**src/rtl/display_scan_ctrl_pkg.sv**
```systemverilog
// Shared types and constants for the four-digit display scan controller.
// lz_dark() is only referenced when DISPLAY_LZ_BLANK_EN is defined.
package disp_pkg;

   typedef enum logic [1:0] {
      IDLE  = 2'd0,
      BLANK = 2'd1,
      SHOW  = 2'd2
   } state_e;

   localparam int         NUM_DIGITS = 4;
   localparam int         SEL_W      = 2;
   localparam logic [3:0] ANODE_OFF  = 4'b1111;

   // True when digit s and every more significant digit are zero, so the
   // digit is a leading zero. Digit 0 is never dark.
   function automatic logic lz_dark(input logic [15:0] snap, input logic [SEL_W-1:0] s);
      logic dark;
      case (s)
         2'd3:    dark = (snap[15:12] == 4'd0);
         2'd2:    dark = (snap[15:8]  == 8'd0);
         2'd1:    dark = (snap[15:4]  == 12'd0);
         default: dark = 1'b0;
      endcase
      return dark;
   endfunction

endpackage

```
**src/rtl/display_scan_ctrl_if.sv**
```systemverilog
// Bus between the stopwatch counters (master) and the display scan controller (slave).
interface display_scan_ctrl_if;

   logic                                  enable;
   logic [15:0]                           digits_in;
   logic [disp_pkg::SEL_W-1:0]            sel;
   logic [3:0]                            digit;
   logic [disp_pkg::NUM_DIGITS-1:0]       an_n;
   logic                                  frame_done;

   modport master (
      output enable, digits_in,
      input  sel, digit, an_n, frame_done
   );

   modport slave (
      input  enable, digits_in,
      output sel, digit, an_n, frame_done
   );

endinterface

```
**src/rtl/display_scan_ctrl_slot_timer.sv**
```systemverilog
// Loadable down-counter with terminal-count flag; times both BLANK and SHOW phases.
module slot_timer #(
   parameter int W = 16
) (
   input  logic         clk,
   input  logic         rst_n,
   input  logic         clr,
   input  logic         load,
   input  logic [W-1:0] load_val,
   output logic         tc
);

   logic [W-1:0] count;

   always_ff @(posedge clk or negedge rst_n) begin
      if (!rst_n) begin
         count <= '0;
      end else if (clr) begin
         count <= '0;
      end else if (load) begin
         count <= load_val;
      end else if (count != '0) begin
         count <= count - 1'b1;
      end
   end

   assign tc = (count == '0);

endmodule

```
**src/rtl/display_scan_ctrl.sv**
```systemverilog
// Four-digit seven-segment scan controller: blank/show slots, per-frame digit snapshot.
// Optional leading-zero suppression with `define DISPLAY_LZ_BLANK_EN.
//
// state | meaning
// IDLE  | display dark, sel=0, timer cleared, waiting for enable
// BLANK | all anodes off for BLANK_CYCLES at the start of a slot
// SHOW  | anode of sel low for SCAN_DIV-BLANK_CYCLES cycles
module display_scan_ctrl
   import disp_pkg::*;
#(
   parameter int SCAN_DIV     = 50000,
   parameter int BLANK_CYCLES = 1000
) (
   input  logic                clk,
   input  logic                rst_n,
   display_scan_ctrl_if.slave  bus
);

   localparam int CNT_W = $clog2(SCAN_DIV);

   localparam logic [CNT_W-1:0] BLANK_LD = CNT_W'(BLANK_CYCLES - 1);
   localparam logic [CNT_W-1:0] SHOW_LD  = CNT_W'(SCAN_DIV - BLANK_CYCLES - 1);
   localparam logic [SEL_W-1:0] SEL_LAST = SEL_W'(NUM_DIGITS - 1);

   localparam logic [1:0] S_IDLE  = IDLE;
   localparam logic [1:0] S_BLANK = BLANK;
   localparam logic [1:0] S_SHOW  = SHOW;

   logic [1:0]            state, state_nxt;
   logic [SEL_W-1:0]      sel_q, sel_nxt;
   logic [15:0]           snap_q;
   logic                  snap_ld;
   logic [NUM_DIGITS-1:0] an_q, an_nxt;
   logic                  tmr_clr, tmr_load, tmr_tc;
   logic [CNT_W-1:0]      tmr_val;

   slot_timer #(.W(CNT_W)) u_slot_timer (
      .clk      (clk),
      .rst_n    (rst_n),
      .clr      (tmr_clr),
      .load     (tmr_load),
      .load_val (tmr_val),
      .tc       (tmr_tc)
   );

   always_comb begin
      state_nxt = state;
      sel_nxt   = sel_q;
      snap_ld   = 1'b0;
      tmr_clr   = 1'b0;
      tmr_load  = 1'b0;
      tmr_val   = BLANK_LD;
      case (state)
         S_IDLE: begin
            if (bus.enable) begin
               state_nxt = S_BLANK;
               sel_nxt   = '0;
               snap_ld   = 1'b1;
               tmr_load  = 1'b1;
            end else begin
               tmr_clr   = 1'b1;
            end
         end
         S_BLANK: begin
            if (!bus.enable) begin
               state_nxt = S_IDLE;
               sel_nxt   = '0;
               tmr_clr   = 1'b1;
            end else if (tmr_tc) begin
               state_nxt = S_SHOW;
               tmr_load  = 1'b1;
               tmr_val   = SHOW_LD;
            end
         end
         S_SHOW: begin
            if (!bus.enable) begin
               state_nxt = S_IDLE;
               sel_nxt   = '0;
               tmr_clr   = 1'b1;
            end else if (tmr_tc) begin
               state_nxt = S_BLANK;
               sel_nxt   = sel_q + 1'b1;
               tmr_load  = 1'b1;
               // frame boundary: new digits become visible only from here
               snap_ld   = (sel_q == SEL_LAST);
            end
         end
         default: begin
            state_nxt = S_IDLE;
            sel_nxt   = '0;
            tmr_clr   = 1'b1;
         end
      endcase
   end

   // Anodes are decoded from the next state so they stay registered and
   // only ever go low in cycles where sel is already stable.
   always_comb begin
      an_nxt = ANODE_OFF;
      if (state_nxt == S_SHOW) begin
         an_nxt[sel_nxt] = 1'b0;
`ifdef DISPLAY_LZ_BLANK_EN
         if (lz_dark(snap_q, sel_nxt)) an_nxt = ANODE_OFF;
`endif
      end
   end

   always_ff @(posedge clk or negedge rst_n) begin
      if (!rst_n) begin
         state  <= S_IDLE;
         sel_q  <= '0;
         snap_q <= '0;
         an_q   <= ANODE_OFF;
      end else begin
         state <= state_nxt;
         sel_q <= sel_nxt;
         an_q  <= an_nxt;
         if (snap_ld) snap_q <= bus.digits_in;
      end
   end

   assign bus.sel        = sel_q;
   assign bus.an_n       = an_q;
   assign bus.digit      = snap_q[{sel_q, 2'b00} +: 4];
   assign bus.frame_done = (state == S_SHOW) && tmr_tc && bus.enable && (sel_q == SEL_LAST);

endmodule
```
**src/flat_wrapper.sv**
```systemverilog
// flat-port wrapper written by rule: the top's interface ports become plain ports
module display_scan_ctrl_flat import disp_pkg::*;
#(
   parameter int SCAN_DIV     = 50000,
   parameter int BLANK_CYCLES = 1000
)
  (clk, rst_n, bus_enable, bus_digits_in, bus_sel, bus_digit, bus_an_n, bus_frame_done);
  display_scan_ctrl_if bus_i ();
  input  logic clk;
  input  logic rst_n;
  input wire logic [$bits(bus_i.enable)-1:0] bus_enable;
  input wire logic [$bits(bus_i.digits_in)-1:0] bus_digits_in;
  output wire logic [$bits(bus_i.sel)-1:0] bus_sel;
  output wire logic [$bits(bus_i.digit)-1:0] bus_digit;
  output wire logic [$bits(bus_i.an_n)-1:0] bus_an_n;
  output wire logic [$bits(bus_i.frame_done)-1:0] bus_frame_done;
  assign bus_i.enable = bus_enable;
  assign bus_i.digits_in = bus_digits_in;
  assign bus_sel = bus_i.sel;
  assign bus_digit = bus_i.digit;
  assign bus_an_n = bus_i.an_n;
  assign bus_frame_done = bus_i.frame_done;
  display_scan_ctrl #(.SCAN_DIV(SCAN_DIV), .BLANK_CYCLES(BLANK_CYCLES)) u_core (.clk(clk), .rst_n(rst_n), .bus(bus_i));
endmodule
```
**config.mk**
```make
export PLATFORM = sky130hd
export DESIGN_NAME = display_scan_ctrl_flat
export DESIGN_NICKNAME = d
export VERILOG_FILES = /design/src/rtl/display_scan_ctrl_pkg.sv /design/src/rtl/display_scan_ctrl_if.sv /design/src/rtl/display_scan_ctrl_slot_timer.sv /design/src/rtl/display_scan_ctrl.sv /design/src/flat_wrapper.sv
export SDC_FILE = /design/constraint.sdc
export NUM_CORES = 1
export LEC_CHECK = 0
export ABC_CLOCK_PERIOD_IN_PS = 3780
export CAP_MARGIN = 20
export CORE_MARGIN = 3
export CORE_UTILIZATION = 55
export DETAILED_ROUTE_END_ITERATION = 8
export HOLD_SLACK_MARGIN = 0.08
export PLACE_DENSITY_LB_ADDON = 0.2
export SLEW_MARGIN = 25
export SYNTH_ARGS = -nofsm -noshare
export SYNTH_HDL_FRONTEND = slang
export SYNTH_SLANG_ARGS = --single-unit
```
**constraint.sdc**
```tcl
create_clock -name clk -period 3.78 [get_ports clk]
set_input_delay 0.756 -clock clk [delete_from_list [all_inputs] [get_ports clk]]
set_output_delay 0.756 -clock clk [all_outputs]
set_load 0.1 [all_outputs]
```
==> results of run 1 <==
==> where the power goes <==
group	switching, mW	internal, mW
Combinational	0.601	0.332
Clock	0.152	0.216
Sequential	0.125	0.562
Total	0.878	1.11
==> per-layer routing <==
layer	track usage	wire length, um
met1	0.286	2020
met2	0.352	2440
met3	0.0421	251
met4	0.0925	23
met5	0	0
==> Yosys cell counts, types with 3 or more instances <==
cell type  number
mux2_2         16
nand3b_1        3
nand4_1         3
inv_1           7
dfstp_2         4
nand3_1         3
ha_1            6
dfrtp_1        36
xnor2_1         3
or4_1           3
o31a_1          3
or3_1           7
nand2_1        12
o21ai_0        13
mux4_2          4
xor2_1          3
clkbuf_1        5
nor2_1         16
nor3_1          8
a21oi_1        16
a211oi_1        3
==> cell families (layout without fill, tap and decap cells) <==
family                     count (synthesis)  in the layout  share of synthesized area
muxes                                     22             22                      0.133
adders and majority gates                  6              6                     0.0345
AOI/OAI and AO/OA                         44             44                      0.122
buffers and inverters                     15             44                     0.0328
xor gates and xnor gates                   6              6                     0.0242
and+or+nand+nor                           72             72                      0.190
DFF                                       40             40                      0.462
==> worst max-delay path by stage <==
stage / startpoint / end / slack [ns]
detailed placement: bus_enable / bus_frame_done / 0.95
global route: bus_enable / bus_frame_done / 0.84
global placement: bus_enable / bus_frame_done / 1.08
CTS: bus_enable / bus_frame_done / 0.95
finish: bus_enable / bus_frame_done / 0.96
floorplan: u_core.bus.sel[1] / bus_frame_done / 0.37
==> per-stage QoR <==
stage / std cells / setup slack (ns) / power (mW) / cell area (um^2) / hold WS [ns]
floorplan: 205 / 0.365 / 1.42 / 2180 / 0.460
global placement: 274 / 1.08 / 1.58 / 2460 / 0.483
detailed placement: 274 / 0.951 / 1.62 / 2460 / 0.498
CTS: 282 / 0.947 / 1.99 / 2580 / 0.516
global route: 282 / 0.843 / 2.10 / 2580 / 0.525
finish: 282 / 0.957 / 1.99 / 2580 / 0.512
==> final cells by class <==
| type | instances | area, um^2 |
|---|---|---|
| Fill cell | 301 | 1160 |
| Sequential cell | 40 | 1010 |
| Tap cell | 48 | 60.1 |
| Clock buffer | 6 | 82.6 |
| Clock inverter | 2 | 38.8 |
| Timing Repair Buffer | 29 | 270 |
| Multi-Input combinational cell | 150 | 1100 |
| Inverter | 7 | 26.3 |
==> worst reg2reg max path, stage by stage, from the launching register on <==
cell and delay [ns]:
dfrtp_1 0.40, inv_1 0.06, ha_1 0.26, nor4b_1 0.18, and4_1 0.34, and3_1 0.25, o21ai_2 0.65, mux2_2 0.43
==> flip-flops by register name, indices dropped and copies added (netlist names) <==
signal                     count
u_core.bus.an_n                4
u_core.bus.sel                 2
u_core.snap_q                 16
u_core.state                   2
u_core.u_slot_timer.count     16
==> placed cells by master (no fill, tap or decap), types with 3 or more instances in the layout <==
cell type / synthesis / layout
clkdlybuf4s50_1: 0 / 22
nor3_1: 8 / 8
dfrtp_1: 36 / 36
nand3_1: 3 / 3
xnor2_1: 3 / 3
clkbuf_8: 0 / 6
ha_1: 6 / 6
dfstp_2: 4 / 4
o31a_1: 3 / 3
inv_1: 7 / 7
or3_1: 7 / 7
a211oi_1: 3 / 3
nand3b_1: 3 / 3
nor2_1: 16 / 16
mux4_2: 4 / 4
nand2_1: 12 / 12
a21oi_1: 16 / 16
o21ai_0: 13 / 13
buf_4: 0 / 6
mux2_2: 16 / 16
nand4_1: 3 / 3
or4_1: 3 / 3
xor2_1: 3 / 3
==> summary.txt, run 1 <==
status - completed
Final Cycle Share - 0.747
WL final - 4740 um
Setup CP Type - input port to output port
Yosys top cell by area - dfrtp_1
reg-to-reg slack, setup - 1.11 ns
FF-to-FF path depth - 7
Critical R2R Launch - u_core.u_slot_timer.count[0]
GP Congestion - 0.808
final hold vios - 0
1st-iter DRT viols - 136
Top FF cell, synth - dfrtp_1
Worst setup EP type - output port
Die Wd - 68.9 um
initial core utilization - 0.581
setup bufs post-CTS - 0
EDFF count, synth - 0
Crit Path Max Fanout - 13
f_max - 354 MHz
unrepaired setup endpoints after global routing - false
CORE AREA - 3740 um^2
Worst Max-Slew Pin Slew - 0.973 ns
Leak - 1.07 nW
CP cell instances - clkdlybuf4s50_1, nand3_1, nor2_1, buf_4
post-synthesis cell area - 2180 um^2
top cell type's share of synthesized area - 0.414
All-Layer GR Usage - 0.218
largest stage delay on the critical path - 0.71 ns
Critical Path AT - 2.07 ns
worst hold start - u_core.snap_q[9]
post-layout util - 0.690
Area Overhead vs Synth - 18.7%
H-tree depth - 2
pin count of the biggest net entering global routing - 41
syn avg cell area - 10.6 um^2
I/O Buffers - 29
first-pass GRT wire length - 7700 um
VDD IR-drop max - 0.339 mV
Synth cell types - 44
slew margin rel. - 0.349
Crit path max-delay family - buffers and inverters
Hold EP - u_core.snap_q[9]
Cell Pwr Density - 770 nW/um^2
WL/cell - 16.8 um
CTS resizes - 0
post-route setup TNS - 0 ns
Post-DP HPWL - 3360 um
Req. time, crit path - 3.02 ns
Synth Instances - 205
Worst Skew - 0.00342 ns
Synth area leaders - dfrtp_1 41%, mux2_2 8.3%, dfstp_2 4.8%
max cap viols - 0
Clock transition at path regs - 0.08 ns
DRT Pass-1 Iters - 4
WP buf/inv - 2
CTS tree - yes
slowest CP cell - clkdlybuf4s50_1
Seq/Total Area, Yosys - 0.462
Vias/cell - 6.12
clk buf depth - 2
Inserted Diodes - 0
Routed Antenna Nets - 0
via count - 1727
worst r2r dst - u_core.snap_q[15]
Synth async-reset ratio - 1.00
Clock Latency Late Sink - 0.29 ns
CTS Root Cell - clkbuf_8
# setup viols final - 0
layout cells sized above 1 - 0.201
DR DRC count - 0
vias in the first global route - 1711
Startpoint Class - input port
Syn Nets - 230
# hold bufs at CTS - 0
FF+latch count, synth - 40
I/O Pins - 30
Synth Warn # - 0
fin. max-slew vios - 0
Worst Hold Class - register to register
clock sinks - 40
instance count on the critical path - 4
minimum clock period - 2.82 ns
Congestion Overflow GR - 0
TritonCTS Buffers - 5
Nets - 258
Die Area - 4750 um^2
initial antenna violation count - 0
# rows - 22
Hold Crit Depth - 1
height of the chip - 68.9 um
Note: power is estimated with default switching activity, not from simulation.
==> inputs of run 2 (changes only) <==
--- a/config.mk
+++ b/config.mk
@@ -5,10 +5,10 @@
 export SDC_FILE = /design/constraint.sdc
 export NUM_CORES = 1
 export LEC_CHECK = 0
-export ABC_CLOCK_PERIOD_IN_PS = 3780
+export ABC_CLOCK_PERIOD_IN_PS = 2700
 export CAP_MARGIN = 20
 export CORE_MARGIN = 3
-export CORE_UTILIZATION = 55
+export CORE_UTILIZATION = 54
 export DETAILED_ROUTE_END_ITERATION = 8
 export HOLD_SLACK_MARGIN = 0.08
 export PLACE_DENSITY_LB_ADDON = 0.2
==> constraint.sdc (replaced) <==
create_clock -name clk -period 2.7 [get_ports clk]
set_input_delay 0.54 -clock clk [delete_from_list [all_inputs] [get_ports clk]]
set_output_delay 0.54 -clock clk [all_outputs]
set_load 0.1 [all_outputs]
==> run 2 against run 1 <==
  * Critical path depth increased by 3
  * Sequential cell count unchanged
  * Register-to-register slack got worse by 0.98 ns
  * Worst setup slack got worse by 0.82 ns
  * Wire length increased by 7.2%
  * Clock skew increased by 0.0042 ns
  * Clock power increased by 32%
  * Highest routed layer unchanged
==> summary.txt, run 2 (synthesis gave the netlist of run 1 again) <==
status - completed
post-layout util - 0.689
slowest CP cell - o21ai_2
# hold bufs at CTS - 0
initial antenna violation count - 0
Inserted Diodes - 0
1st-iter DRT viols - 193
H-tree depth - 2
Worst Max-Slew Pin Slew - 0.903 ns
post-route design area - 2600 um^2
most frequent cells in the layout - 36 x dfrtp_1, 17 x clkdlybuf4s50_1, 16 x a21oi_1, 16 x mux2_2, 15 x nor2_1
VDD IR-drop max - 0.748 mV
final hold vios - 0
largest stage delay on the critical path - 0.61 ns
vias in the first global route - 1876
Area Overhead vs Synth - 19.4%
post-route setup TNS - 0 ns
Top Layer Used - met4
clk buf depth - 2
fin cells - 285
Place WS - 0.189 ns
DR DRC count - 0
total power - 2.80 mW
Worst setup EP type - register
WL final - 5080 um
Crit path max-delay family - simple AND/OR/NAND/NOR gates
unrepaired setup endpoints after global routing - false
WL/cell - 17.8 um
Hold Slack - 0.368 ns
Critical R2R Launch - u_core.u_slot_timer.count[0]
Cell Pwr Density - 1080 nW/um^2
CTS Root Cell - clkbuf_8
Leak - 1.08 nW
f_max - 390 MHz
wl on met1 - 2040 um
Req. time, crit path - 2.88 ns
GP Congestion - 0.909
first-pass GRT wire length - 8700 um
# rows - 22
setup bufs post-CTS - 0
Vias/cell - 6.33
via count - 1804
fin. max-slew vios - 0
most common cell after layout, fill and taps aside - dfrtp_1
CTS resizes - 0
minimum clock period - 2.57 ns
CTS tree - yes
pin count of the biggest net entering global routing - 41
All-Layer GR Usage - 0.223
Post-DP Area - 2490 um^2
# setup viols final - 0
Startpoint Class - register
Critical Path AT - 2.75 ns
Met3 Routed Length - 349 um
clock sinks - 40
TritonCTS Buffers - 5
Die Area - 4830 um^2
Setup CP Type - register to register
Worst Hold Class - input port to async pin
Routed Antenna Nets - 0
Congestion Overflow GR - 0
slew margin rel. - 0.398
Die Wd - 69.5 um
fin worst setup slack - 0.133 ns
Clock Latency Late Sink - 0.30 ns
layout cells sized above 1 - 0.232
CORE AREA - 3770 um^2
height of the chip - 69.5 um
max cap viols - 0
Setup crit start - u_core.u_slot_timer.count[0]
I/O Buffers - 29
Nets - 261
Final Cycle Share - 0.951
DRT Pass-1 Iters - 4
dpl cells - 277
Clock transition at path regs - 0.08 ns
CP cell instances - inv_1, ha_1, nor4b_1, and4_1, and3_1, o21ai_2, mux2_2
Post-DP HPWL - 3610 um
met2 wire len - 2560 um
I/O Pins - 30
Crit Path Max Fanout - 16
Worst Skew - 0.00759 ns
WP buf/inv - 1
initial core utilization - 0.577
-- run 2: cell count changes in the layout (fill, tap and decap cells not counted), sizes merged --
cell | previous run | this run
buf | 7 | 15
clkdlybuf4s50 | 22 | 17
-- run 2: layout make-up --
cell class                 instances  area [um^2]
clock buffer                       6         72.6
multi-input combinational        150         1110
inverter                           7         26.3
tap                               48         60.1
clock inverter                     2         35.0
fill                             285         1170
sequential                        40         1010
timing repair buffer              32          293
-- run 2: power by group --
part / internal (mW) / total, mW / switching, mW
Combinational: 0.475 / 1.34 / 0.862
Clock: 0.274 / 0.487 / 0.212
Sequential: 0.787 / 0.971 / 0.184
-- run 2: final timing paths --
kind / end / slack [ns] / cells past startpoint
max: u_core.snap_q[1] / 0.13 / 7
min: u_core.state[0] / 0.37 / 1
max reg2reg: u_core.snap_q[1] / 0.13 / 7
min reg2reg: u_core.snap_q[10] / 0.51 / 1
max in group asynchronous: u_core.u_slot_timer.count[15] / 1.76 / 1
min in group clk: u_core.snap_q[10] / 0.51 / 1
-- run 2: layer usage --
layer,up-vias,GRT usage
li1,812,-
met1,885,0.271
met2,86,0.377
met3,21,0.0609
met4,0,0.0846
met5,-,0
==> inputs of run 3 (changes only) <==
--- a/config.mk
+++ b/config.mk
@@ -10,9 +10,11 @@
 export CORE_MARGIN = 3
 export CORE_UTILIZATION = 54
 export DETAILED_ROUTE_END_ITERATION = 8
+export GPL_TIMING_DRIVEN = 0
 export HOLD_SLACK_MARGIN = 0.08
+export MAX_ROUTING_LAYER = met4
 export PLACE_DENSITY_LB_ADDON = 0.2
-export SLEW_MARGIN = 25
+export SLEW_MARGIN = 20
 export SYNTH_ARGS = -nofsm -noshare
 export SYNTH_HDL_FRONTEND = slang
 export SYNTH_SLANG_ARGS = --single-unit
==> run 3 against run 2 <==
  * Cell count grew 2.1%
  * Worst hold slack lost 0.26 ns
  * Core utilization grew 1.3 points
  * Critical endpoint is now bus_sel[1]
==> summary.txt, run 3 (synthesis gave the netlist of run 1 again) <==
Net Sw Frac - 0.445
CTS Root Cell - clkbuf_8
Critical Path AT - 2.03 ns
CTS tree - yes
Post-DP Area - 2550 um^2
vias in the first global route - 1705
status - completed
setup bufs post-CTS - 0
1st-iter DRT viols - 103
share of total power in sequential cells - 0.344
Setup CP Type - register to output port
initial antenna violation count - 0
Comb pwr share - 0.482
TritonCTS Buffers - 5
I/O Buffers - 29
dpl cells - 283
Clock Latency Late Sink - 0.30 ns
unrepaired setup endpoints after global routing - false
DRT Pass-1 Iters - 4
minimum clock period - 2.57 ns
f_max - 389 MHz
# hold bufs at CTS - 0
Vias/cell - 5.97
Worst Hold Class - input port to async pin
via count - 1737
Crit path max-delay family - buffers and inverters
fillers - 291
Die Wd - 69.5 um
fin cells - 291
most common cell after layout, fill and taps aside - dfrtp_1
WP buf/inv - 1
GP Congestion - 0.874
Req. time, crit path - 2.16 ns
Post-DP HPWL - 3310 um
post-route design area - 2650 um^2
slowest CP cell - clkdlybuf4s50_1
Crit Path Max Fanout - 8
multi-input logic area - 1110 um^2
Cell Pwr Density - 1040 nW/um^2
DR DRC count - 0
Routed Antenna Nets - 0
Inserted Diodes - 0
clock sinks - 40
fin. max-slew vios - 0
most frequent cells in the layout - 36 x dfrtp_1, 23 x clkdlybuf4s50_1, 16 x a21oi_1, 16 x mux2_2, 15 x nor2_1
Startpoint Class - register
Die Area - 4830 um^2
I/O Pins - 30
WL final - 4630 um
max cap viols - 0
All-Layer GR Usage - 0.212
Worst Max-Slew Pin Slew - 0.975 ns
Nets - 267
Clock transition at path regs - 0.08 ns
VDD IR-drop max - 0.866 mV
Worst setup EP type - output port
Congestion Overflow GR - 0
Final Cycle Share - 0.953
WL/cell - 15.9 um
register area - 1010 um^2
CP cell instances - clkdlybuf4s50_1
clk buf depth - 2
Area Overhead vs Synth - 21.7%
height of the chip - 69.5 um
CORE AREA - 3770 um^2
slew margin rel. - 0.348
layout cells sized above 1 - 0.206
Worst Skew - 0.00936 ns
# rows - 22
P_sw - 1.23 mW
first-pass GRT wire length - 7960 um
Int Pwr - 1.53 mW
largest stage delay on the critical path - 1.20 ns
Leak - 1.09 nW
pin count of the biggest net entering global routing - 31
initial core utilization - 0.577
# setup viols final - 0
clock power share - 0.174
H-tree depth - 2
final hold vios - 0
## run 3: changes by cell type in the layout (fill, tap and decap cells not counted), sizes merged
cell	before	now
buf	15	5
clkdlybuf4s50	17	23
clkdlybuf4s15	0	2
clkbuf	6	14
## run 3: power by group through the flow
stage,sequential [mW],clock [mW],combinational (mW)
after floorplan,0.973,0,1.01
after global placement,0.948,0,1.32
after detailed placement,0.958,0,1.35
after CTS,0.948,0.488,1.34
after global routing,0.978,0.511,1.43
final,0.950,0.481,1.33
## run 3: cell type report
cell class,count,area share
clock inverter,2,0.0132
buffer,8,0.0175
timing repair buffer,30,0.112
sequential,40,0.380
multi-input combinational,150,0.418
inverter,7,0.00992
tap,48,0.0227
clock buffer,6,0.0274
## run 3: per-layer routing
metal	vias up	global-route usage	wire length, um
met4	0	0.0542	61
met5	-	-	0
met1	864	0.282	2130
met2	43	0.326	2240
li1	824	-	-
met3	6	0.0522	200
## run 3: path summary, 6_finish.rpt
kind                            depth (start not counted)                            to  slack (ns)                    startpoint
min in group clk                                        1              u_core.snap_q[9]        0.51              u_core.snap_q[9]
worst min register to register                          1              u_core.snap_q[9]        0.51              u_core.snap_q[9]
worst max register to register                          8              u_core.snap_q[0]        0.34  u_core.u_slot_timer.count[0]
worst max-delay path                                    1                    bus_sel[1]        0.13             u_core.bus.sel[1]
max in group asynchronous                               2            u_core.bus.an_n[3]        2.08                         rst_n
worst min-delay path                                    1  u_core.u_slot_timer.count[6]        0.11                         rst_n
## run 3: what timing repair did
item                       CTS  global route
setup endpoints to repair    5             3
pin swaps                    0             0
gates resized for setup     14             5
## run 3: metrics by stage
step                      power [mW]  worst slack, ns  utilization  setup TNS, ns  hold slack [ns]
after detailed placement        2.31           -0.655        0.676          -1.33            0.432
final                           2.76            0.128        0.702              0            0.109
after floorplan                 1.99           0.0172            -              0            0.244
after global placement          2.27           -0.670        0.672          -1.44            0.485
after global routing            2.92           0.0626        0.702              0            0.122
after CTS                       2.78          0.00870        0.703              0            0.112
